<file path="src/rtl/uart_tx_arbiter_if.sv">
// Requester and transmitter-side signals of the UART transmit arbiter.
// Handshake: a requester raises req_valid with req_data and holds both until its req_ack pulse.
interface uart_tx_arbiter_if #(
   parameter int NUM_REQ = 2
);
   logic [NUM_REQ-1:0]   req_valid;
   logic [8*NUM_REQ-1:0] req_data;
   logic [NUM_REQ-1:0]   req_ack;
   logic                 tx_en;
   logic [7:0]           tx_data;
   logic [NUM_REQ-1:0]   grant;
   logic                 busy;
   logic [1:0]           state;

   modport master (
      output req_valid, req_data,
      input  req_ack, tx_en, tx_data, grant, busy, state
   );

   modport slave (
      input  req_valid, req_data,
      output req_ack, tx_en, tx_data, grant, busy, state
   );
endinterface

</file>
<file path="src/rtl/uart_tx_arbiter.sv">
// Round-robin sharing of one UART transmitter between NUM_REQ requesters.
// Frame and gap timing are counted here because the transmitter gives no busy/done feedback.
module uart_tx_arbiter #(
   parameter int NUM_REQ      = 2,
   parameter int CLKS_PER_BIT = 10417,
   parameter int FRAME_BITS   = 10,
   parameter int GAP_BITS     = 1
) (
   input logic              clk,
   input logic              rst,
   uart_tx_arbiter_if.slave bus
);

   localparam int IDXW     = (NUM_REQ > 1) ? $clog2(NUM_REQ) : 1;
   localparam int SEND_CYC = CLKS_PER_BIT * FRAME_BITS;
   localparam int GAP_CYC  = CLKS_PER_BIT * GAP_BITS;
   localparam int CW       = $clog2(SEND_CYC) + 1;
   localparam logic [CW-1:0] SEND_LAST = CW'(SEND_CYC - 1);
   localparam logic [CW-1:0] GAP_LAST  = CW'((GAP_CYC > 0) ? GAP_CYC - 1 : 0);

   typedef enum logic [1:0] {
      S_IDLE = 2'd0,
      S_LOAD = 2'd1,
      S_SEND = 2'd2,
      S_GAP  = 2'd3
   } state_t;

   state_t         state, state_nxt;
   logic [CW-1:0]  cnt;
   logic [IDXW-1:0] ptr, sel, pick, idx;
   logic           pick_ok;
   logic           send_done, gap_done;
   int             idx_i;

   function automatic logic [NUM_REQ-1:0] onehot(input logic [IDXW-1:0] i);
      onehot    = '0;
      onehot[i] = 1'b1;
   endfunction

   function automatic logic [IDXW-1:0] next_idx(input logic [IDXW-1:0] i);
      if (i == IDXW'(NUM_REQ - 1)) next_idx = '0;
      else                         next_idx = i + 1'b1;
   endfunction

   // First valid requester at or after the pointer, wrapping around.
   always_comb begin
      pick    = '0;
      pick_ok = 1'b0;
      idx_i   = 0;
      idx     = '0;
      for (int k = 0; k < NUM_REQ; k++) begin
         idx_i = int'(ptr) + k;
         if (idx_i >= NUM_REQ) idx_i = idx_i - NUM_REQ;
         idx = IDXW'(idx_i);
         if (!pick_ok && bus.req_valid[idx]) begin
            pick    = idx;
            pick_ok = 1'b1;
         end
      end
   end

   assign send_done = (cnt == SEND_LAST);
   assign gap_done  = (cnt == GAP_LAST);

   always_ff @(posedge clk or posedge rst) begin
      if (rst) state <= S_IDLE;
      else     state <= state_nxt;
   end

   always_comb begin
      state_nxt = state;
      case (state)
         S_IDLE: if (pick_ok) state_nxt = S_LOAD;
         S_LOAD: state_nxt = S_SEND;
         S_SEND: if (send_done) state_nxt = (GAP_CYC == 0) ? S_IDLE : S_GAP;
         S_GAP:  if (gap_done) state_nxt = S_IDLE;
         default: state_nxt = S_IDLE;
      endcase
   end

   always_ff @(posedge clk or posedge rst) begin
      if (rst) begin
         cnt         <= '0;
         ptr         <= '0;
         sel         <= '0;
         bus.tx_en   <= 1'b0;
         bus.tx_data <= 8'h00;
         bus.grant   <= '0;
         bus.req_ack <= '0;
         bus.busy    <= 1'b0;
      end else begin
         bus.req_ack <= '0;

         // Each state's counter starts at zero on entry.
         if (state_nxt != state)                      cnt <= '0;
         else if (state == S_SEND || state == S_GAP)  cnt <= cnt + 1'b1;

         case (state)
            S_IDLE: begin
               if (pick_ok) begin
                  sel         <= pick;
                  bus.grant   <= onehot(pick);
                  bus.req_ack <= onehot(pick);
                  bus.tx_data <= bus.req_data[{pick, 3'b000} +: 8];
                  bus.busy    <= 1'b1;
               end
            end
            S_LOAD: bus.tx_en <= 1'b1;
            S_SEND: begin
               if (send_done) begin
                  bus.tx_en   <= 1'b0;
                  bus.tx_data <= 8'h00;
                  bus.grant   <= '0;
                  ptr         <= next_idx(sel);
                  if (GAP_CYC == 0) bus.busy <= 1'b0;
               end
            end
            S_GAP: if (gap_done) bus.busy <= 1'b0;
            default: ;
         endcase
      end
   end

   assign bus.state = state;

endmodule

</file>
<file path="src/flat_wrapper.sv">
// flat-port wrapper written by rule: the top's interface ports become plain ports
module uart_tx_arbiter_flat 
#(
   parameter int NUM_REQ      = 2,
   parameter int CLKS_PER_BIT = 10417,
   parameter int FRAME_BITS   = 10,
   parameter int GAP_BITS     = 1
)
  (clk, rst, bus_req_valid, bus_req_data, bus_req_ack, bus_tx_en, bus_tx_data, bus_grant, bus_busy, bus_state);
  uart_tx_arbiter_if #(.NUM_REQ(NUM_REQ)) bus_i ();
  input logic clk;
  input logic rst;
  input wire logic [$bits(bus_i.req_valid)-1:0] bus_req_valid;
  input wire logic [$bits(bus_i.req_data)-1:0] bus_req_data;
  output wire logic [$bits(bus_i.req_ack)-1:0] bus_req_ack;
  output wire logic [$bits(bus_i.tx_en)-1:0] bus_tx_en;
  output wire logic [$bits(bus_i.tx_data)-1:0] bus_tx_data;
  output wire logic [$bits(bus_i.grant)-1:0] bus_grant;
  output wire logic [$bits(bus_i.busy)-1:0] bus_busy;
  output wire logic [$bits(bus_i.state)-1:0] bus_state;
  assign bus_i.req_valid = bus_req_valid;
  assign bus_i.req_data = bus_req_data;
  assign bus_req_ack = bus_i.req_ack;
  assign bus_tx_en = bus_i.tx_en;
  assign bus_tx_data = bus_i.tx_data;
  assign bus_grant = bus_i.grant;
  assign bus_busy = bus_i.busy;
  assign bus_state = bus_i.state;
  uart_tx_arbiter #(.NUM_REQ(NUM_REQ), .CLKS_PER_BIT(CLKS_PER_BIT), .FRAME_BITS(FRAME_BITS), .GAP_BITS(GAP_BITS)) u_core (.clk(clk), .rst(rst), .bus(bus_i));
endmodule
</file>
<file path="config.mk">
export PLATFORM = sky130hd
export DESIGN_NAME = uart_tx_arbiter_flat
export DESIGN_NICKNAME = d
export VERILOG_FILES = /design/src/rtl/uart_tx_arbiter_if.sv /design/src/rtl/uart_tx_arbiter.sv /design/src/flat_wrapper.sv
export SDC_FILE = /design/constraint.sdc
export NUM_CORES = 1
export LEC_CHECK = 0
export CAP_MARGIN = 30
export CORE_ASPECT_RATIO = 1.1
export CORE_MARGIN = 8
export CORE_UTILIZATION = 47
export CTS_BUF_LIST = sky130_fd_sc_hd__clkbuf_16
export CTS_CLUSTER_SIZE = 28
export DETAILED_ROUTE_END_ITERATION = 10
export GPL_TIMING_DRIVEN = 0
export PLACE_DENSITY = 0.75
export REMOVE_ABC_BUFFERS = 1
export SYNTH_ARGS = -nofsm -noshare
export SYNTH_HDL_FRONTEND = slang
export SYNTH_SLANG_ARGS = --single-unit
</file>
<file path="constraint.sdc">
create_clock -name clk -period 2.16 [get_ports clk]
set_clock_uncertainty 0.2 [all_clocks]
set_input_delay 0.432 -clock clk [delete_from_list [all_inputs] [get_ports clk]]
set_output_delay 0.432 -clock clk [all_outputs]
set_load 0.01 [all_outputs]
</file>
==> results.cfg, run 1 <==
[outcome]
outcome = finished with violations
violations = negative setup slack

[timing]
final_hold_viol_count = 0
fmax_mhz = 446
slew_headroom = 0.589
setup_violations = 24
min_period_ns = 2.24
timing.hold.ws_ns = 0.297
timing.final.ws_setup_ns = -0.0811
worst_pin_slew_ns = 0.615
rsz0062_at_grt = yes
drv_slew = 0
min_period_over_period = 1.04

[floorplan]
io_pins = 36
die_area_mm2 = 0.00679
die_x_um = 79.3
dieHeight_um = 85.6
initial_core_util = 0.484
rows = 25
core_mm2 = 0.00429

[clocking]
clock_latency_ns = 0.28
clock-root-buffer = clkbuf_16
cts_made_buffers = 5
clock_sinks = 36
cts_tree = built
htreeDepth = 2
clk_pin_slew_ns = 0.06
clockBufferDepth = 2

[logic_synthesis]
synthCells = 210
syn_area_mm2 = 0.00207
synth-seq-cells = 36
synth_cell_types = 46
synth_area_leader_cell = dfrtp_1
yosysSeqAreaShare = 0.435
synth-warning-count = 0
synth_edf_count = 0
synthTopCellsByCount = 36 x dfrtp_1, 19 x nand2_1, 15 x nor3_1
synth.area.top_cells = dfrtp_1 43%, ha_1 4.8%, mux2i_1 4.3%
synthFlopType = dfrtp_1
yosysMostFrequentCell = dfrtp_1
ys_async_sr_fraction = 1.00
synth_area_per_cell_um2 = 9.87
synth_top_area_share = 0.435

[global_routing]
antenna_found_initial = 0
overflow = 0
grt_usage = 0.168
grt_pass1_vias = 1973
grt_pass1_wl_um = 9110
grt_max_degree = 24

[detailed_routing]
drt-total-wl_um = 6550
vias = 1992
routed_via_density = 6.15
drtPass1Iterations = 4
detail-route-antenna-nets = 0
wl_per_cell_um = 20.2
drc = 0
drt_iter0_markers = 169

[placement]
hpwl_um = 3610
place_ws_ns = -0.707
placed_cells = 294
portBuffers = 35
gp_congestion = 0.800
dpl-instance-area_mm2 = 0.00249

[critical_path]
critPathKind = register to register
reg2reg_slack_ns = -0.08
start_kind = register
crit_path_max_fanout = 18
r2r_start = u_core.bus.state[0]$_DFF_PP0_
startpoint = u_core.bus.state[0]$_DFF_PP0_
worstPathRequired_ns = 2.12
endpoint = u_core.cnt[5]$_DFFE_PP0P_
r2r_cells = 8
r2r-end = u_core.cnt[5]$_DFFE_PP0P_
crit_path_end_kind = register
worstPathArrival_ns = 2.20

[power]
finalPower_mw = 1.45
share_seq_of_total_power = 0.467
p_int_mw = 1.14
power_per_cell_area_mw_per_mm2 = 459
p_leak_nw = 1.26
p_clk_frac = 0.478
ir_drop_v = 0.000338
pwr-share-comb = 0.055
power.switching_uw = 309
p_sw_frac = 0.213

[cells_and_area]
n_antenna_cell = 0
fill_cells = 275
stdcell_count = 324
design_area_mm2 = 0.00315
nNetsFinal = 297
drive_gt1_frac = 0.281
area_growth_syn_to_layout_pct = 52.2

[min_path]
hold_class = register to register

[run]
cap_violations = 0
[per-stage QoR]
| stage | TNS, ns | util |
|---|---|---|
| after detailed placement | -17.98 | 0.581 |
| after global placement | -26.52 | 0.573 |
| after global routing | -3.46 | 0.736 |
| after floorplan | -10.18 | - |
| after CTS | -0.235 | 0.659 |
| final | -1.26 | 0.736 |
[power groups by stage]
stage | Clock, mW | Combinational (mW) | Sequential [mW]
global placement | 0 | 0.0685 | 0.687
detailed placement | 0 | 0.0755 | 0.687
floorplan | 0 | 0.0269 | 0.687
global route | 0.735 | 0.0872 | 0.674
finish | 0.692 | 0.0794 | 0.675
CTS | 0.698 | 0.0760 | 0.675
[worst max-delay path, stage by stage, from the launching register on]
cell     delay, ns
dfrtp_2       0.44
buf_4         0.16
ha_4          0.18
buf_4         0.14
nor2_2        0.24
o21ai_0       0.25
a31oi_4       0.22
buf_12        0.21
nor3_1        0.07
[metal layers]
| metal | GRT usage | up-vias | share of wire |
|---|---|---|---|
| met5 | 0 | - | 0 |
| met4 | 0.0691 | 0 | 0.044 |
| met3 | 0.0471 | 27 | 0.075 |
| met2 | 0.285 | 94 | 0.49 |
| met1 | 0.192 | 972 | 0.39 |
| li1 | - | 899 | - |
[state kept, by name, indices dropped and copies added (netlist names)]
signal and cells:
u_core.bus.busy 1, u_core.bus.grant 2, u_core.bus.req_ack 2, u_core.bus.state 2
u_core.bus.tx_data 8, u_core.bus.tx_en 1, u_core.cnt 18, u_core.ptr 1
u_core.sel 1
[repair_timing]
item,CTS,global route
pin swaps,11,16
buffers inserted,10,9
gates cloned,0,3
gates resized for setup,16,40
endpoints found under the setup margin,32,30
hold buffers,0,0
[cell families after synthesis]
| family | synth area share |
|---|---|
| xor gates and xnor gates | 0.0507 |
| and+or+nand+nor | 0.220 |
| AOI/OAI and AO/OA | 0.168 |
| muxes | 0.0435 |
| buffers and inverters | 0.0338 |
| adders and majority gates | 0.0483 |
| DFF | 0.435 |
[cell usage in the layout (no fill, tap or decap), types with 5 or more instances in the layout]
cell type,n
a211oi_2,5
o31ai_1,5
nand3_1,7
buf_4,14
clkbuf_16,7
dfrtp_1,34
nand2_1,19
o21ai_0,8
clkdlybuf4s50_1,35
nor3_2,8
ha_1,5
xnor2_1,10
mux2i_1,9
nor2_1,7
inv_1,9
[area by class of cell]
cell class | instances | area [µm²] | area share
timing repair buffer | 58 | 627 | 0.199
clock buffer | 5 | 125 | 0.0397
inverter | 10 | 40.0 | 0.0127
multi-input combinational | 158 | 1380 | 0.437
tap | 54 | 67.6 | 0.0214
clock inverter | 3 | 13.8 | 0.00437
sequential | 36 | 903 | 0.287
[worst min path at each step]
| stage | to | start | slack (ns) | cells past startpoint |
|---|---|---|---|---|
| after floorplan | u_core.ptr$_DFFE_PP0P_ | u_core.sel$_DFFE_PP0P_ | 0.23 | 1 |
| after global placement | u_core.ptr$_DFFE_PP0P_ | u_core.sel$_DFFE_PP0P_ | 0.26 | 1 |
| after detailed placement | u_core.ptr$_DFFE_PP0P_ | u_core.sel$_DFFE_PP0P_ | 0.27 | 1 |
| after CTS | u_core.ptr$_DFFE_PP0P_ | u_core.sel$_DFFE_PP0P_ | 0.27 | 1 |
| after global routing | u_core.ptr$_DFFE_PP0P_ | u_core.sel$_DFFE_PP0P_ | 0.30 | 1 |
| final | u_core.ptr$_DFFE_PP0P_ | u_core.sel$_DFFE_PP0P_ | 0.30 | 1 |
No activity file was read; power rests on OpenSTA's default activity.
==> run 2: changes to the inputs <==
Settings changed: TNS_END_PERCENT set to 5.
==> results.cfg, run 2 (synthesis gave the netlist of run 1 again) <==
[outcome]
outcome = finished with violations
violations = negative setup slack

[clocking]
clock_latency_ns = 0.28
cts_made_buffers = 5
clock_sinks = 36
htreeDepth = 2
hold_buffers = 0
cts_tree = built
clk_pin_slew_ns = 0.06
clock-root-buffer = clkbuf_16
clockBufferDepth = 2

[placement]
place_ws_ns = -0.707
hpwl_um = 3610
portBuffers = 35
gp_congestion = 0.800

[critical_path]
crit_path_max_fanout = 4
crit_path_end_kind = register
crit_slowest_cell = dfrtp_2
path_cells = inv_4, ha_4, o211ai_4, or3_4, buf_4, or3_1, a211oi_2
slowest_delay_ns = 0.46
start_kind = register
critPathKind = register to register
worstPathArrival_ns = 2.18
worstPathRequired_ns = 2.15

[timing]
setup_violations = 18
rsz0062_at_grt = yes
slew_headroom = 0.596
worst_pin_slew_ns = 0.605
fmax_mhz = 457
fin_setup_tns_ns = -0.272
min_period_over_period = 1.01
final_hold_viol_count = 0
timing.final.ws_setup_ns = -0.0302
min_period_ns = 2.19
drv_slew = 0

[detailed_routing]
detail-route-antenna-nets = 0
drtPass1Iterations = 4
routed_via_density = 5.79
wl_per_cell_um = 17.1
drc = 0
vias = 1800
drt-total-wl_um = 5320
drt_iter0_markers = 117

[global_routing]
grt_usage = 0.168
grt_pass1_wl_um = 9110
grt_pass1_vias = 1972
antenna_found_initial = 0
overflow = 0
grt_max_degree = 24

[power]
ir_drop_v = 0.000281
power_per_cell_area_mw_per_mm2 = 507
p_leak_nw = 1.14

[cells_and_area]
largest-register = u_core.cnt
top_regs = u_core.cnt (18), u_core.bus.tx_data (8)
area_growth_syn_to_layout_pct = 36.3
final_core_util = 0.659
fill_cells = 329
n_antenna_cell = 0
nNetsFinal = 284
multi_input_comb_area_mm2 = 0.00119
layout_commonest_cell = clkdlybuf4s50_1
layout_common_cells = 35 x clkdlybuf4s50_1, 34 x dfrtp_1, 19 x nand2_1
drive_gt1_frac = 0.144
seq_area_um2 = 903
largest_register_ffs = 18

[floorplan]
die_x_um = 79.3
io_pins = 36
die_area_mm2 = 0.00679
rows = 25
core_mm2 = 0.00429
dieHeight_um = 85.6
initial_core_util = 0.484

[run]
cap_violations = 0

[min_path]
hold_class = register to register
run 2: changes by cell type in the layout (fill, tap and decap cells not counted), sizes merged:
| cell | delta |
|---|---|
| clkbuf | -2 |
| buf | -11 |
run 2: cell type report:
type                            instances  share of cell area
Multi-Input combinational cell        158               0.422
Sequential cell                        36               0.320
Timing Repair Buffer                   45               0.171
Clock buffer                            5              0.0443
Tap cell                               54              0.0239
Inverter                               10              0.0142
Clock inverter                          3             0.00487
run 2: per-layer routing:
| metal | routed length, µm | share of wire | global-route usage | up-vias |
|---|---|---|---|---|
| met5 | 0 | 0 | 0 | - |
| met4 | 83 | 0.016 | 0.0675 | 0 |
| met3 | 377 | 0.071 | 0.0471 | 9 |
| met2 | 2610 | 0.49 | 0.286 | 66 |
| met1 | 2250 | 0.42 | 0.191 | 858 |
| li1 | - | - | - | 867 |
run 2: stage by stage:
| step | total power, mW | hold WS (ns) | instance area, µm² | instances |
|---|---|---|---|---|
| 2_1_floorplan | 0.714 | 0.234 | 2040 | 204 |
| 3_3_place_gp | 0.755 | 0.258 | 2460 | 293 |
| 3_5_place_dp | 0.762 | 0.269 | 2490 | 294 |
| 4_1_cts | 1.45 | 0.267 | 2810 | 311 |
| 5_1_grt | 1.49 | 0.291 | 2820 | 311 |
| 6_report | 1.43 | 0.270 | 2820 | 311 |
run 2: timing repair:
action                     4_1_cts  5_1_grt
buffers inserted                 9        0
gates resized for setup         15        3
pin swaps                        9        4
setup endpoints to repair       32       30
run 2: power breakdown:
group          internal (mW)  switching, mW  total (mW)
Combinational         0.0438         0.0307      0.0746
Sequential             0.675              0       0.675
Clock                  0.418          0.265       0.683
run 2: worst max-delay path, delay by kind of cell, from the launching register on:
family,cells,cell delay (ns)
simple gates,2,0.73
fa+ha+maj,1,0.18
flops,1,0.46
buf+inv,2,0.24
compound gates,2,0.29
run 2: worst paths after layout:
kind | from | endpoint | cells after the start | slack (ns)
max | u_core.bus.state[0]$_DFF_PP0_ | u_core.cnt[15]$_DFFE_PP0P_ | 7 | -0.03
min | u_core.sel$_DFFE_PP0P_ | u_core.ptr$_DFFE_PP0P_ | 1 | 0.27
max reg2reg | u_core.bus.state[0]$_DFF_PP0_ | u_core.cnt[15]$_DFFE_PP0P_ | 7 | -0.03
min reg2reg | u_core.sel$_DFFE_PP0P_ | u_core.ptr$_DFFE_PP0P_ | 1 | 0.27
max in group asynchronous | rst | u_core.bus.state[0]$_DFF_PP0_ | 3 | 0.90
min in group asynchronous | rst | u_core.bus.tx_data[4]$_DFFE_PP0P_ | 2 | 0.32
==> run 3: changes to the inputs <==
Settings changed: HOLD_SLACK_MARGIN set to 0.05.
==> results of run 3 <==
The final DEF is identical to that of run 2; final timing and power are the same.
